`config.mk`:
```
export PLATFORM = sky130hd
export DESIGN_NAME = turn_scheduler
export DESIGN_NICKNAME = d
export VERILOG_FILES = /design/src/rtl/turn_scheduler.sv
export SDC_FILE = /design/constraint.sdc
export NUM_CORES = 1
export LEC_CHECK = 0
export CELL_PAD_IN_SITES_DETAIL_PLACEMENT = 0
export CELL_PAD_IN_SITES_GLOBAL_PLACEMENT = 2
export CORE_ASPECT_RATIO = 0.9
export CORE_MARGIN = 1
export CORE_UTILIZATION = 34
export DETAILED_ROUTE_END_ITERATION = 10
export PLACE_DENSITY = 0.76
export SYNTH_ARGS = -nofsm -noshare
export SYNTH_HDL_FRONTEND = slang
export SYNTH_SLANG_ARGS = --single-unit
```
`constraint.sdc`:
```
create_clock -name clk -period 2 [get_ports clk]
set_input_delay 0.3 -clock clk [delete_from_list [all_inputs] [get_ports clk]]
set_output_delay 0.3 -clock clk [all_outputs]
set_load 0.01 [all_outputs]
```
`src/rtl/turn_scheduler.sv`:
```
// Per-turn countdown, current-player tracking and random fallback target generator.
// Optional build macro TURN_PAUSE_EN adds a `pause` input that freezes the turn timer.
module turn_scheduler #(
  parameter int TICK_DIV  = 50_000_000,
  parameter int TURN_SEC  = 15,
  parameter int BOARD_N   = 5,
  parameter int MAX_TRIES = 63
) (
  input  logic       clk,
  input  logic       rst,
  input  logic       en_attack_p1,
  input  logic       en_attack_p2,
  input  logic       en_attack_random,
  input  logic       en_check,
`ifdef TURN_PAUSE_EN
  input  logic       pause,
`endif
  input  logic       target_used,
  output logic [1:0] current_player,
  output logic       timeout,
  output logic [4:0] seconds_left,
  output logic [2:0] rand_row,
  output logic [2:0] rand_col,
  output logic       rand_valid,
  output logic       rand_fail
);

  localparam int PRE_W = $clog2(TICK_DIV);

  localparam logic [PRE_W-1:0] PRE_LAST  = PRE_W'(TICK_DIV - 1);
  localparam logic [4:0]       SEC_INIT  = 5'(TURN_SEC);
  localparam logic [3:0]       BOARD_LIM = 4'(BOARD_N);
  localparam logic [5:0]       TRY_LIM   = 6'(MAX_TRIES);
  localparam logic [15:0]      LFSR_SEED = 16'hACE1;

  localparam logic [2:0] IDLE    = 3'd0;
  localparam logic [2:0] RUN     = 3'd1;
  localparam logic [2:0] EXPIRED = 3'd2;
  localparam logic [2:0] RANDOM  = 3'd3;
  localparam logic [2:0] DONE    = 3'd4;

  logic [2:0]       state, state_n;
  logic [PRE_W-1:0] prescaler, prescaler_n;
  logic [4:0]       seconds_n;
  logic [2:0]       row_n, col_n;
  logic             valid_n, fail_n;
  logic [5:0]       tries, tries_n, tries_inc;
  logic             cand_loaded, cand_loaded_n;
  logic [15:0]      lfsr;
  logic             run_en;
  logic             tick;
  logic             in_range;

`ifdef TURN_PAUSE_EN
  assign run_en = ~pause;
`else
  assign run_en = 1'b1;
`endif

  assign tick      = (prescaler == PRE_LAST) && run_en;
  assign tries_inc = tries + 6'd1;
  // Candidate under test is the one currently presented on rand_row/rand_col.
  assign in_range  = ({1'b0, rand_row} < BOARD_LIM) && ({1'b0, rand_col} < BOARD_LIM);

  always_comb begin
    state_n       = state;
    prescaler_n   = prescaler;
    seconds_n     = seconds_left;
    row_n         = rand_row;
    col_n         = rand_col;
    valid_n       = 1'b0;
    fail_n        = 1'b0;
    tries_n       = tries;
    cand_loaded_n = cand_loaded;

    case (state)
      IDLE: begin
        if (en_attack_p1 || en_attack_p2)
          state_n = RUN;
      end
      RUN: begin
        if (en_check) begin
          state_n = IDLE;
        end else if (run_en) begin
          if (tick) begin
            prescaler_n = '0;
            if (seconds_left == 5'd1) begin
              seconds_n = 5'd0;
              state_n   = EXPIRED;
            end else begin
              seconds_n = seconds_left - 5'd1;
            end
          end else begin
            prescaler_n = prescaler + 1'b1;
          end
        end
      end
      EXPIRED: begin
        if (en_check) begin
          state_n = IDLE;
        end else if (en_attack_random) begin
          state_n       = RANDOM;
          tries_n       = '0;
          cand_loaded_n = 1'b0;
        end
      end
      RANDOM: begin
        if (!cand_loaded) begin
          row_n         = lfsr[2:0];
          col_n         = lfsr[5:3];
          cand_loaded_n = 1'b1;
        end else if (in_range && !target_used) begin
          valid_n = 1'b1;
          state_n = DONE;
        end else if (tries_inc == TRY_LIM) begin
          tries_n       = '0;
          cand_loaded_n = 1'b0;
          fail_n        = 1'b1;
          state_n       = IDLE;
        end else begin
          tries_n = tries_inc;
          row_n   = lfsr[2:0];
          col_n   = lfsr[5:3];
        end
      end
      DONE: begin
        if (en_check)
          state_n = IDLE;
      end
      default: state_n = IDLE;
    endcase

    // Every path back to IDLE rearms the timer for the next turn.
    if (state_n == IDLE) begin
      prescaler_n = '0;
      seconds_n   = SEC_INIT;
    end
  end

  always_ff @(posedge clk or posedge rst) begin
    if (rst) begin
      state        <= IDLE;
      prescaler    <= '0;
      seconds_left <= SEC_INIT;
      rand_row     <= 3'd0;
      rand_col     <= 3'd0;
      rand_valid   <= 1'b0;
      rand_fail    <= 1'b0;
      tries        <= '0;
      cand_loaded  <= 1'b0;
      timeout      <= 1'b0;
    end else begin
      state        <= state_n;
      prescaler    <= prescaler_n;
      seconds_left <= seconds_n;
      rand_row     <= row_n;
      rand_col     <= col_n;
      rand_valid   <= valid_n;
      rand_fail    <= fail_n;
      tries        <= tries_n;
      cand_loaded  <= cand_loaded_n;
      timeout      <= (state_n == EXPIRED);
    end
  end

  // Player 1 takes precedence if the FSM ever raises both enables together.
  always_ff @(posedge clk or posedge rst) begin
    if (rst)
      current_player <= 2'b00;
    else if (en_attack_p1)
      current_player <= 2'b01;
    else if (en_attack_p2)
      current_player <= 2'b10;
  end

  always_ff @(posedge clk or posedge rst) begin
    if (rst)
      lfsr <= LFSR_SEED;
    else
      lfsr <= {lfsr[0] ^ lfsr[2] ^ lfsr[3] ^ lfsr[5], lfsr[15:1]};
  end

endmodule

```
==> impl_metrics.yaml <==
outcome:
  status: "finished, violations left"
  failed_checks: "negative setup slack"
routing:
  ant_nets: 0
  drcViolationCount: 0
  vias: 2792
  wl_mm: 8.222
  routedWlPerCell_um: 15.14
  vias_per_cell: 5.142
  dr.pass1.iters: 5
  drtIter0Drc: 153
sta:
  finClkSkew_ns: 0.01163
  slew_headroom_pct: 75.62
  finalMaxSlewViolations: 0
  rsz0062_at_grt: "true"
  finalSetupViolations: 12
  hold_violations: 0
  tightest_slew_ns: 0.3656
  max_freq_ghz: 0.4827
  setup_ws_ns: -0.07175
  period_share_pct: 103.6
  min_period_ns: 2.072
final_layout:
  final_common_cell: "dfrtp_1"
  diodes: 0
  instances_no_fill: 543
  drive_gt1_share_pct: 26.13
  design_area_sq_mm: 0.004511
  nets: 428
  syn_to_final_growth_pct: 34.97
  layout_common_cells: "55 x dfrtp_1, 54 x buf_4, 38 x nand2_1"
global_routing:
  antenna_found_initial: 0
  grt_pass1_wl_mm: 13.89
  gr-total-overflow: 0
  grt_pass1_vias: 2810
  grtUsageTotal_pct: 17.54
  grt_max_degree: 69
floorplan:
  die_area_sq_mm: 0.01023
  fp.dieW_um: 106.5
  initial_core_util_pct: 35.81
  num_io_pins: 23
  std_cell_rows: 33
  die_h_um: 96.06
  core-area_sq_mm: 0.009331
power_and_ir_drop:
  power.density_mw_per_mm2: 697.9
  power_leakage_nw: 2.187
  power_mw: 3.148
  peakVddDrop_mv: 0.4337
critical_path:
  critPathCaptureType: "register"
  cp_data_required_time_ns: 2.22
  cp.arrival_ns: 2.30
  crit_fanout: 5
  critPathKind: "register to register"
  start_kind: "register"
clock_tree:
  clk_latency_ns: 0.35
  path_clk_slew_ns: 0.09
  htree_levels: 3
  cts-root-buf: "clkbuf_8"
  ctsLongestPathBuffers: 2
  cts_buffers: 9
  cts_tree: "built"
  numClockSinks: 68
run:
  maxCapViolCount: 0
synth:
  synth.ff_latch_count: 68
  yosysTopAreaCell: "dfrtp_1"
  synth_cell_types: 60
  ys_seq_area_share_pct: 51.37
  ys.flop_type: "dfrtp_1"
  netlist_area_sq_mm: 0.003342
  synth_cells: 330
  avgSynthCellArea_sq_um: 10.13
  synth_edf_count: 0
  synth.top_cell.area_share_pct: 41.93
  synthTopCellsByArea: "dfrtp_1 42%, dfstp_2 9.4%, nand2_1 4.3%"
  syn-num-nets: 342
  yosysWarningCount: 0
  synthArstFlopShare_pct: 100.0
placement:
  place_inst: 522
  dp_hpwl_mm: 5.659
  port_buffers: 22
  placed_cell_area_sq_mm: 0.004169
  gp_congestion: 0.7905
worst_hold_path:
  hold_class: "primary input to async pin"
## critical path, stage by stage (launching register included)
cell,delay (ns)
dfrtp_1,0.44
ha_4,0.20
xnor2_4,0.13
or3b_4,0.42
o21ai_4,0.19
nand2b_4,0.12
buf_4,0.16
a211o_1,0.29
## registers in the layout, summed over array words and instances (netlist names), 2 cells and up
register	cells
current_player	2
lfsr	16
prescaler	26
rand_col	3
rand_row	3
seconds_left	5
state	3
tries	6
## layout make-up
type / count / area [sq um]
clock buffers: 9 / 123.9
clock inverters: 7 / 82.58
fillers: 902 / 4821
inverters: 12 / 45.04
multi-input cells: 242 / 1627
flip-flops and latches: 68 / 1718
well taps: 122 / 152.6
repair buffers: 83 / 762.0
## worst paths after layout
| path | start | endpoint | depth (start not counted) | slack [ns] |
|---|---|---|---|---|
| worst max register to register | tries[1] | prescaler[3] | 7 | -0.07 |
| min in group clk | lfsr[8] | lfsr[7] | 0 | 0.35 |
| worst min register to register | lfsr[8] | lfsr[7] | 0 | 0.35 |
| worst min-delay path | rst | prescaler[7] | 3 | 0.35 |
| worst max-delay path | tries[1] | prescaler[3] | 7 | -0.07 |
| max in group asynchronous | rst | lfsr[5] | 3 | 1.31 |
## layer usage
layer,wire (um),global-route usage [%],vias up
met4,121,6.164,0
li1,-,-,1398
met1,4303,24.86,1348
met2,3574,26.89,33
met3,222,3.318,13
met5,0,0,-
## power breakdown
part	internal, mW	leakage [nW]	switching [mW]
Clock	0.598	0.0988	0.600
Sequential	1.41	0.877	0.0305
Combinational	0.256	1.21	0.252
## timing repair
item	CTS	global route
hold buffers	0	0
resized for setup	7	9
setup buffers	1	4
setup endpoints to repair	18	25
pin swaps	3	14
gates cloned	0	1
## metrics by stage
stage | TNS, ns | setup slack, ns | hold slack (ns) | util, %
after floorplan | -0.06239 | -0.03444 | 0.3312 | -
after global placement | -0.7530 | -0.1514 | 0.3367 | 44.68
after detailed placement | -0.9480 | -0.2189 | 0.3383 | 44.68
after CTS | -0.06994 | -0.04804 | 0.3572 | 47.41
after global routing | -1.820 | -0.1443 | 0.3612 | 48.34
final | -0.4534 | -0.07175 | 0.3489 | 48.34
## synthesized netlist by cell type (all sizes together), types with 2 or more instances
library cell,number
a211o,10
a211oi,2
a21o,8
a21oi,10
a221o,2
a22o,3
and2,5
and3,20
and4,5
buf,4
clkbuf,4
dfrtp,56
dfstp,12
ha,5
inv,12
nand2,38
nand2b,4
nand3,17
nand4,7
nand4b,2
nor2,12
nor2b,2
nor3,19
nor4,2
nor4b,2
o211ai,2
o21a,5
o21ai,17
o21bai,3
o2bb2ai,2
o31ai,4
or2,2
or3,3
or4,4
xnor2,5
xor2,3
## cell families (layout without fill, tap and decap cells)
kind of cell             count (synthesis)  count (layout)  synth area share (%)
multiplexers                             1               1                0.2995
AO/OA/AOI/OAI                           79              79                 17.45
XOR/XNOR                                 8               8                 2.097
adder cells (fa/ha/maj)                  5               5                 1.872
buffers and inverters                   20             111                 2.658
flip-flops                              68              68                 51.37
AND/OR/NAND/NOR                        149             149                 24.26
Note: power is estimated with default switching activity, not from simulation.
